`src/rtl/mmio_port_responder.sv`:
```
// Memory-mapped I/O responder: a 16-byte register window served over a Req/Ack
// handshake with programmable wait states, an output port register and a synchronised input port.
module mmio_port_responder #(
  parameter logic [31:0] BASE_ADDR   = 32'h1001_0000,
  parameter int          WAIT_CYCLES = 2,
  parameter int          IN_WIDTH    = 8
) (
  input  logic                clk,
  input  logic                reset,
  input  logic                Req,
  input  logic                WriteEn,
  input  logic [31:0]         Address,
  input  logic [31:0]         WriteData,
  output logic                Hit,
  output logic                Ack,
  output logic [31:0]         ReadData,
  input  logic [IN_WIDTH-1:0] PortIn,
  output logic [31:0]         PortOut,
  output logic                InChanged,
  output logic [1:0]          StateDbg
);

  // Handshake: the master raises Req with WriteEn/Address/WriteData and holds Req
  // high until it sees the one-cycle Ack pulse; the access fields are captured on
  // accept, so they may change afterwards. Dropping Req before Ack aborts the access.

  typedef enum logic [1:0] {
    S_IDLE = 2'd0,
    S_WAIT = 2'd1,
    S_RESP = 2'd2
  } state_t;

  localparam logic [3:0] WAIT_LOAD = 4'(WAIT_CYCLES);
  localparam bit         ZERO_WAIT = (WAIT_CYCLES == 0);

  state_t              state;
  logic [3:0]          waitCnt;
  logic                latWrite;
  logic [1:0]          latOff;
  logic [31:0]         latData;
  logic [IN_WIDTH-1:0] sync1;
  logic [IN_WIDTH-1:0] sync2;
  logic [IN_WIDTH-1:0] prevIn;

  logic        accept;
  logic        commit;
  logic        accWrite;
  logic [1:0]  accOff;
  logic [31:0] accData;
  logic        inSet;
  logic        statusClear;

  always_comb begin
    Hit    = (Address[31:4] == BASE_ADDR[31:4]) && (Address[1:0] == 2'b00);
    accept = (state == S_IDLE) && Req && Hit;
    // With no wait states the access commits on the accept edge, straight from the bus.
    commit = (ZERO_WAIT && accept) ||
             ((state == S_WAIT) && Req && (waitCnt == 4'd1));
    if (state == S_IDLE) begin
      accWrite = WriteEn;
      accOff   = Address[3:2];
      accData  = WriteData;
    end else begin
      accWrite = latWrite;
      accOff   = latOff;
      accData  = latData;
    end
    inSet       = (sync2 != prevIn);
    statusClear = commit && accWrite && (accOff == 2'd2) && accData[0];
    StateDbg    = state;
  end

  always_ff @(posedge clk or posedge reset) begin
    if (reset) begin
      state    <= S_IDLE;
      waitCnt  <= 4'd0;
      Ack      <= 1'b0;
      latWrite <= 1'b0;
      latOff   <= 2'd0;
      latData  <= 32'd0;
    end else begin
      Ack <= commit;
      case (state)
        S_IDLE: begin
          if (accept) begin
            latWrite <= WriteEn;
            latOff   <= Address[3:2];
            latData  <= WriteData;
            waitCnt  <= WAIT_LOAD;
            state    <= ZERO_WAIT ? S_RESP : S_WAIT;
          end
        end
        S_WAIT: begin
          if (!Req) begin
            waitCnt <= 4'd0;
            state   <= S_IDLE;
          end else begin
            waitCnt <= waitCnt - 4'd1;
            if (waitCnt == 4'd1) state <= S_RESP;
          end
        end
        S_RESP:  state <= S_IDLE;
        default: state <= S_IDLE;
      endcase
    end
  end

  // Datapath: the port register, load data and the input change detector.
  always_ff @(posedge clk or posedge reset) begin
    if (reset) begin
      sync1     <= '0;
      sync2     <= '0;
      prevIn    <= '0;
      InChanged <= 1'b0;
      PortOut   <= 32'd0;
      ReadData  <= 32'd0;
    end else begin
      sync1     <= PortIn;
      sync2     <= sync1;
      prevIn    <= sync2;
      InChanged <= inSet || (InChanged && !statusClear);
      if (commit) begin
        if (accWrite) begin
          if (accOff == 2'd0) PortOut <= accData;
        end else begin
          case (accOff)
            2'd0:    ReadData <= PortOut;
            2'd1:    ReadData <= 32'(sync2);
            2'd2:    ReadData <= {31'd0, InChanged};
            default: ReadData <= 32'd0;
          endcase
        end
      end
    end
  end

endmodule

```
`config.mk`:
```
export PLATFORM = sky130hd
export DESIGN_NAME = mmio_port_responder
export DESIGN_NICKNAME = d
export VERILOG_FILES = /design/src/rtl/mmio_port_responder.sv
export SDC_FILE = /design/constraint.sdc
export NUM_CORES = 1
export LEC_CHECK = 0
export BUFFER_PORTS_ARGS = -buffer_cell sky130_fd_sc_hd__buf_2
export CORE_MARGIN = 2
export CORE_UTILIZATION = 40
export DETAILED_ROUTE_END_ITERATION = 12
export PLACE_DENSITY_LB_ADDON = 0.15
export SLEW_MARGIN = 25
export SYNTH_ARGS = -nofsm -noshare
export SYNTH_HDL_FRONTEND = slang
export SYNTH_SLANG_ARGS = --single-unit
```
`constraint.sdc`:
```
create_clock -name clk -period 3.6 [get_ports clk]
set_clock_uncertainty 0.05 [all_clocks]
set_input_delay 0.36 -clock clk [delete_from_list [all_inputs] [get_ports clk]]
set_output_delay 0.36 -clock clk [all_outputs]
set_load 0.005 [all_outputs]
```
==> reports/metrics.yaml, run 1 <==
timing:
  worst_pin_slew_ps: 878.6
  report.final.slew_viol_count: 0
  tns_ps: 0
  rsz0062_at_grt: "false"
  setup_viol: 0
  timing.fmax_mhz: 350.3
  finalHoldWorstSlack_ps: 67.33
  relSlewSlack_pct: 41.31
  fin_crit_ps: 2855
  hold_violations: 0
  period_share_pct: 79.31
die:
  io_pins: 145
  fp.dieH_um: 122.3
  initial_core_util_pct: 40.66
  die_area_um2: 14960
  die_x_um: 122.3
  core_area_um2: 13770
  rows: 43
detailed_routing:
  wl_per_cell_um: 16.19
  drt-initial-drc-count: 141
  dr_total_vias: 3806
  drt-total-wl_um: 12540
  drc: 0
  firstDrtPassIters: 6
  vias_per_cell: 4.911
  ant_nets: 0
cts:
  numCtsBuffers: 17
  clock_path_buffers: 2
  post_cts_resized: 0
  cts_tree: "built"
  cts.sinks: 131
  cts_root_buffer: "clkbuf_16"
  clk_latency_ps: 420
  htree_levels: 4
  path_clk_slew_ps: 60
critical_path:
  path_class: "flop to flop"
  critPathLaunchType: "flop"
  crit_arrival_ps: 3100
  r2r_start: "waitCnt[1]"
  reg2reg_depth: 7
  cp.required_ps: 3850
  end_kind: "flop"
  reg2reg_slack_ps: 750
  crit_fanout: 19
  regToRegEndpoint: "PortOut[14]"
yosys:
  synth.avg_cell_area_um2: 13.15
  synth_edf_count: 0
  synthCells: 426
  yosys_warnings: 0
  ys.flop_type: "dfrtp_1"
  synth_cell_types: 41
  seq_area_frac_synth_pct: 58.53
  synth-seq-cells: 131
  netlist_area_um2: 5600
  synth_fp_nets: 504
  synth_async_sr_flop_share_pct: 100.0
layout:
  drive_gt1_share_pct: 49.41
  final_nets: 660
  layout_commonest_cell: "buf_2"
  syn2layout_area_growth_pct: 28.64
  fin_util_pct: 52.31
  stdcell_count: 775
  layout_common_cells: "144 x buf_2, 131 x dfrtp_1, 70 x mux2_2"
  antenna_cells: 0
place:
  post-place-cells: 735
  dp_hpwl_um: 8344
  portBuffers: 144
  place.gp.congestion: 0.7932
global_route:
  grt_antenna_before_repair: 0
  grt_overflow_total: 0
  grt_max_degree: 63
  grt_pass1_wl_um: 20110
  grtUsageTotal_pct: 18.01
  grt_pass1_vias: 3850
pwr:
  vdd_ir_drop_max_uv: 319.5
  p_leak_uw: 0.003719
  power_uw: 3354
  p_per_area_nw_per_um2: 465.6
worst_hold_path:
  min_path_type: "input port to asynchronous set/reset pin"
flow_run:
  drv_cap: 0
status:
  status: "complete, no violations"
-- registers in the layout, indices dropped and copies added, names as in the netlist --
name       count
latData       32
StateDbg       2
InChanged      1
PortOut       32
waitCnt        4
ReadData      32
latWrite       1
sync2          8
prevIn         8
latOff         2
Ack            1
sync1          8
-- worst max-delay path by stage --
stage                           from          end  slack, ps  cells past startpoint
final                     waitCnt[1]  PortOut[14]        750                      7
after global routing      waitCnt[1]  PortOut[12]        630                      7
after CTS                 waitCnt[1]  PortOut[26]        750                      7
after detailed placement  waitCnt[1]  PortOut[11]        770                      7
after global placement    waitCnt[1]  PortOut[11]        820                      7
after floorplan           waitCnt[1]  PortOut[10]       1280                      8
-- cell usage after synthesis, types with 2 or more instances --
master      n  area share [%]
dfrtp_1   131              59
clkbuf_1   14            0.94
buf_2       6            0.54
o31ai_1     2            0.27
mux2_4     29             7.8
nand4_1     2            0.22
a22oi_1     7            0.94
nor4b_1     3            0.47
xor2_1      8             1.3
nor4_1      7            0.78
o21ai_0    36             3.2
nand2_1    57             3.8
inv_1       9            0.60
mux2i_1     3            0.54
buf_6       3            0.60
nor2_1      5            0.34
a21oi_1     2            0.18
or3b_2      3            0.47
o31a_1      2            0.31
mux2_2     70              14
nor3_1      4            0.36
ha_1        2            0.45
nand2b_1    3            0.34
-- critical path, stage by stage, from the launching register on --
cell and delay [ps]:
dfrtp_1 390, inv_1 100, ha_1 140, or3b_2 480, nand2b_1 220, or3b_2 770, buf_12 280, mux2_4 300
-- routing by layer --
metal / up-vias / track usage, % / part of all wire (%)
met3: 12 / 6.320 / 6.7
li1: 1812 / - / -
met1: 1868 / 23.44 / 45
met2: 114 / 28.33 / 47
met5: - / 0 / 0
met4: 0 / 5.603 / 0.94
-- where the power goes --
group	switching [uW]	internal [uW]	total, uW
combinational	81.0	76.5	158
clock	665	1020	1690
sequential	15.3	1490	1510
total	762	2590	3350
-- final cells by class --
cell class	count	area (um^2)
clock buffer	17	425.4
tap	180	225.2
timing repair buffer	160	898.4
multi-input combinational	263	2180
sequential	131	3278
fill	1247	6569
clock inverter	15	160.2
inverter	9	37.54
-- cell families (layout without fill, tap and decap cells) --
family          Yosys count  after routing  synth area share (%)
flops                   131            131                 58.53
mux                     102            102                 22.39
simple gates             96             96                 8.691
compound gates           55             55                 6.010
buf+inv                  32            201                 2.681
xor+xnor                  8              8                 1.251
fa+ha+maj                 2              2                0.4468
-- repair_timing --
item / 4_1_cts / 5_1_grt
endpoints found under the hold margin: 8 / 0
setup buffers: 0 / 0
hold buffers: 8 / 0
-- through the flow --
stage	cell area [um^2]	setup slack, ps
finish	7204	745.0
global route	7204	633.2
CTS	7204	752.2
detailed placement	6539	765.2
global placement	6539	821.4
floorplan	5604	1278
(Power assumes the default switching activity.)
==> inputs of run 2 (changes only) <==
clock period = 2.29 ns   (was 3.6 ns; I/O delays follow)
==> run 2 against run 1 <==
  * Setup slack worse by 730 ps
  * Critical path depth did not move
  * Total power grew 57%
  * Routed wire length grew 2.1%
  * Final area grew 5.4%
  * Fmax increased by 26%
  * Non-clock buffer count increased by 36
  * Critical endpoint is now PortOut[16]
  * Largest cell class unchanged
  * Largest power group unchanged
  * Highest routed layer unchanged
==> reports/metrics.yaml, run 2 (synthesis gave the netlist of run 1 again) <==
layout:
  largestRegisters: "PortOut (32), ReadData (32), latData (32)"
  final_nets: 696  # +5.5%
  drive_gt1_share_pct: 49.60  # +0.19 points
  antenna_cells: 0  # unchanged
  stdcell_count: 811  # +4.6%
  layout_common_cells: "144 x buf_2, 131 x dfrtp_1, 70 x mux2_2"
  fillers: 1222  # -2.0%
  layout_commonest_cell: "buf_2"
  syn2layout_area_growth_pct: 35.57
timing:
  relSlewSlack_pct: 48.05  # +6.7 points
  tns_ps: 0  # unchanged
  timing.fmax_mhz: 440.2  # +26%
  fin_ws_ps: 18.39  # -726.6 ps
  fin_crit_ps: 2272  # -583.4 ps
  finalHoldWorstSlack_ps: 7.972  # -59.35 ps
  period_share_pct: 99.20  # +20 points
  hold_violations: 0  # unchanged
  setup_viol: 0  # unchanged
  report.final.slew_viol_count: 0  # unchanged
  worst_pin_slew_ps: 779.3  # -99.25 ps
detailed_routing:
  vias_per_cell: 4.845  # -1.4%
  firstDrtPassIters: 5  # -1
  drc: 0  # unchanged
  drt-total-wl_um: 12810  # +2.1%
  dr_total_vias: 3929  # +3.2%
  ant_nets: 0  # unchanged
  wl_per_cell_um: 15.79  # -2.5%
  drt-initial-drc-count: 125  # -11%
cts:
  path_clk_slew_ps: 50  # about the same
  clk_latency_ps: 410  # about the same
  cts_tree: "built"
  cts_root_buffer: "clkbuf_16"
  cts.sinks: 131  # unchanged
  htree_levels: 4  # unchanged
  clock_path_buffers: 2  # unchanged
  numCtsBuffers: 17  # unchanged
die:
  core_area_um2: 13770  # unchanged
  io_pins: 145  # unchanged
  fp.dieH_um: 122.3  # unchanged
  die_x_um: 122.3  # unchanged
  rows: 43  # unchanged
  initial_core_util_pct: 40.66  # unchanged
  die_area_um2: 14960  # unchanged
critical_path:
  crit_fanout: 5  # -14
  path_class: "flop to flop"
  cp.required_ps: 2540  # -1310 ps
  crit_arrival_ps: 2520  # -580 ps
  end_kind: "flop"
  critPathLaunchType: "flop"
place:
  post-place-cells: 748  # +1.8%
  portBuffers: 144  # unchanged
  place_ws_ps: -126.3  # -891.5 ps
  place.gp.congestion: 0.7522  # -5.2%
  dp_hpwl_um: 8352  # about the same
pwr:
  p_leak_uw: 0.003923  # +5.5%
  vdd_ir_drop_max_uv: 465.1  # +46%
  p_per_area_nw_per_um2: 693.7  # +49%
status:
  status: "complete, no violations"
global_route:
  grt_overflow_total: 0  # unchanged
  grtUsageTotal_pct: 18.05  # +0.037 points
  grt_max_degree: 132  # +110%
  grt_antenna_before_repair: 0  # unchanged
  grt_pass1_wl_um: 20390  # +1.4%
  grt_pass1_vias: 3987  # +3.6%
flow_run:
  drv_cap: 0  # unchanged
worst_hold_path:
  min_path_type: "input port to flop"
run 2: cell count changes in the layout (fill, tap and decap cells not counted), sizes merged:
cell | before | now
buf | 152 | 169
inv | 10 | 8
dlygate4sd3 | 8 | 25
clkbuf | 17 | 24
clkinvlp | 6 | 3
run 2: final cells by class:
class,count,area [um^2],share of cell area [%]
Clock buffer,22,454.2,5.982
Sequential cell,131,3278,43.18
Tap cell,180,225.2,2.966
Clock inverter,10,108.9,1.434
Timing Repair Buffer,196,1279,16.84
Multi-Input combinational cell,263,2210,29.10
Inverter,9,37.54,0.4944
run 2: routing by layer:
metal	global-route usage [%]	wire (um)	vias to the layer above
met4	5.891	171	0
li1	-	-	1880
met2	28.13	5978	94
met3	5.809	649	17
met1	23.93	6006	1938
met5	0	0	-
run 2: path summary, 6_finish.rpt:
kind / start / end / slack (ps) / depth (start not counted)
max: waitCnt[1] / PortOut[16] / 20 / 7
min reg2reg: sync1[2] / sync2[2] / 290 / 0
max reg2reg: waitCnt[1] / PortOut[16] / 20 / 7
min in group asynchronous: reset / sync1[6] / 430 / 4
max in group asynchronous: reset / latData[5] / 1110 / 4
min: WriteData[20] / latData[20] / 8 / 2
run 2: power by group:
group	internal [uW]	total (uW)	switching, uW
Clock	1620	2590	974
Combinational	159	302	142
Sequential	2350	2370	21.3
Total	4130	5270	1140
run 2: worst max-delay path, stage by stage, from the launching register on:
cell       delay [ps]
dfrtp_1           400
inv_2              90
ha_4              110
or3b_4            370
nand2b_4          150
or3b_4            500
clkbuf_16         200
mux2_4            290
run 2: through the flow:
stage	total power (uW)	utilization (%)	cell area, um^2
2_1_floorplan	2533	-	5622
6_report	5267	55.12	7592
3_3_place_gp	2659	48.24	6644
5_1_grt	5486	55.12	7592
4_1_cts	5313	54.42	7496
3_5_place_dp	2666	48.27	6649
run 2: repair_timing:
action                                  4_1_cts  5_1_grt
hold buffers                                 25        0
endpoints found under the setup margin       31       31
gates cloned                                  1        2
gates resized for setup                       3        6
buffers inserted                              0        3
pin swaps                                     1        1
endpoints found under the hold margin        27        0
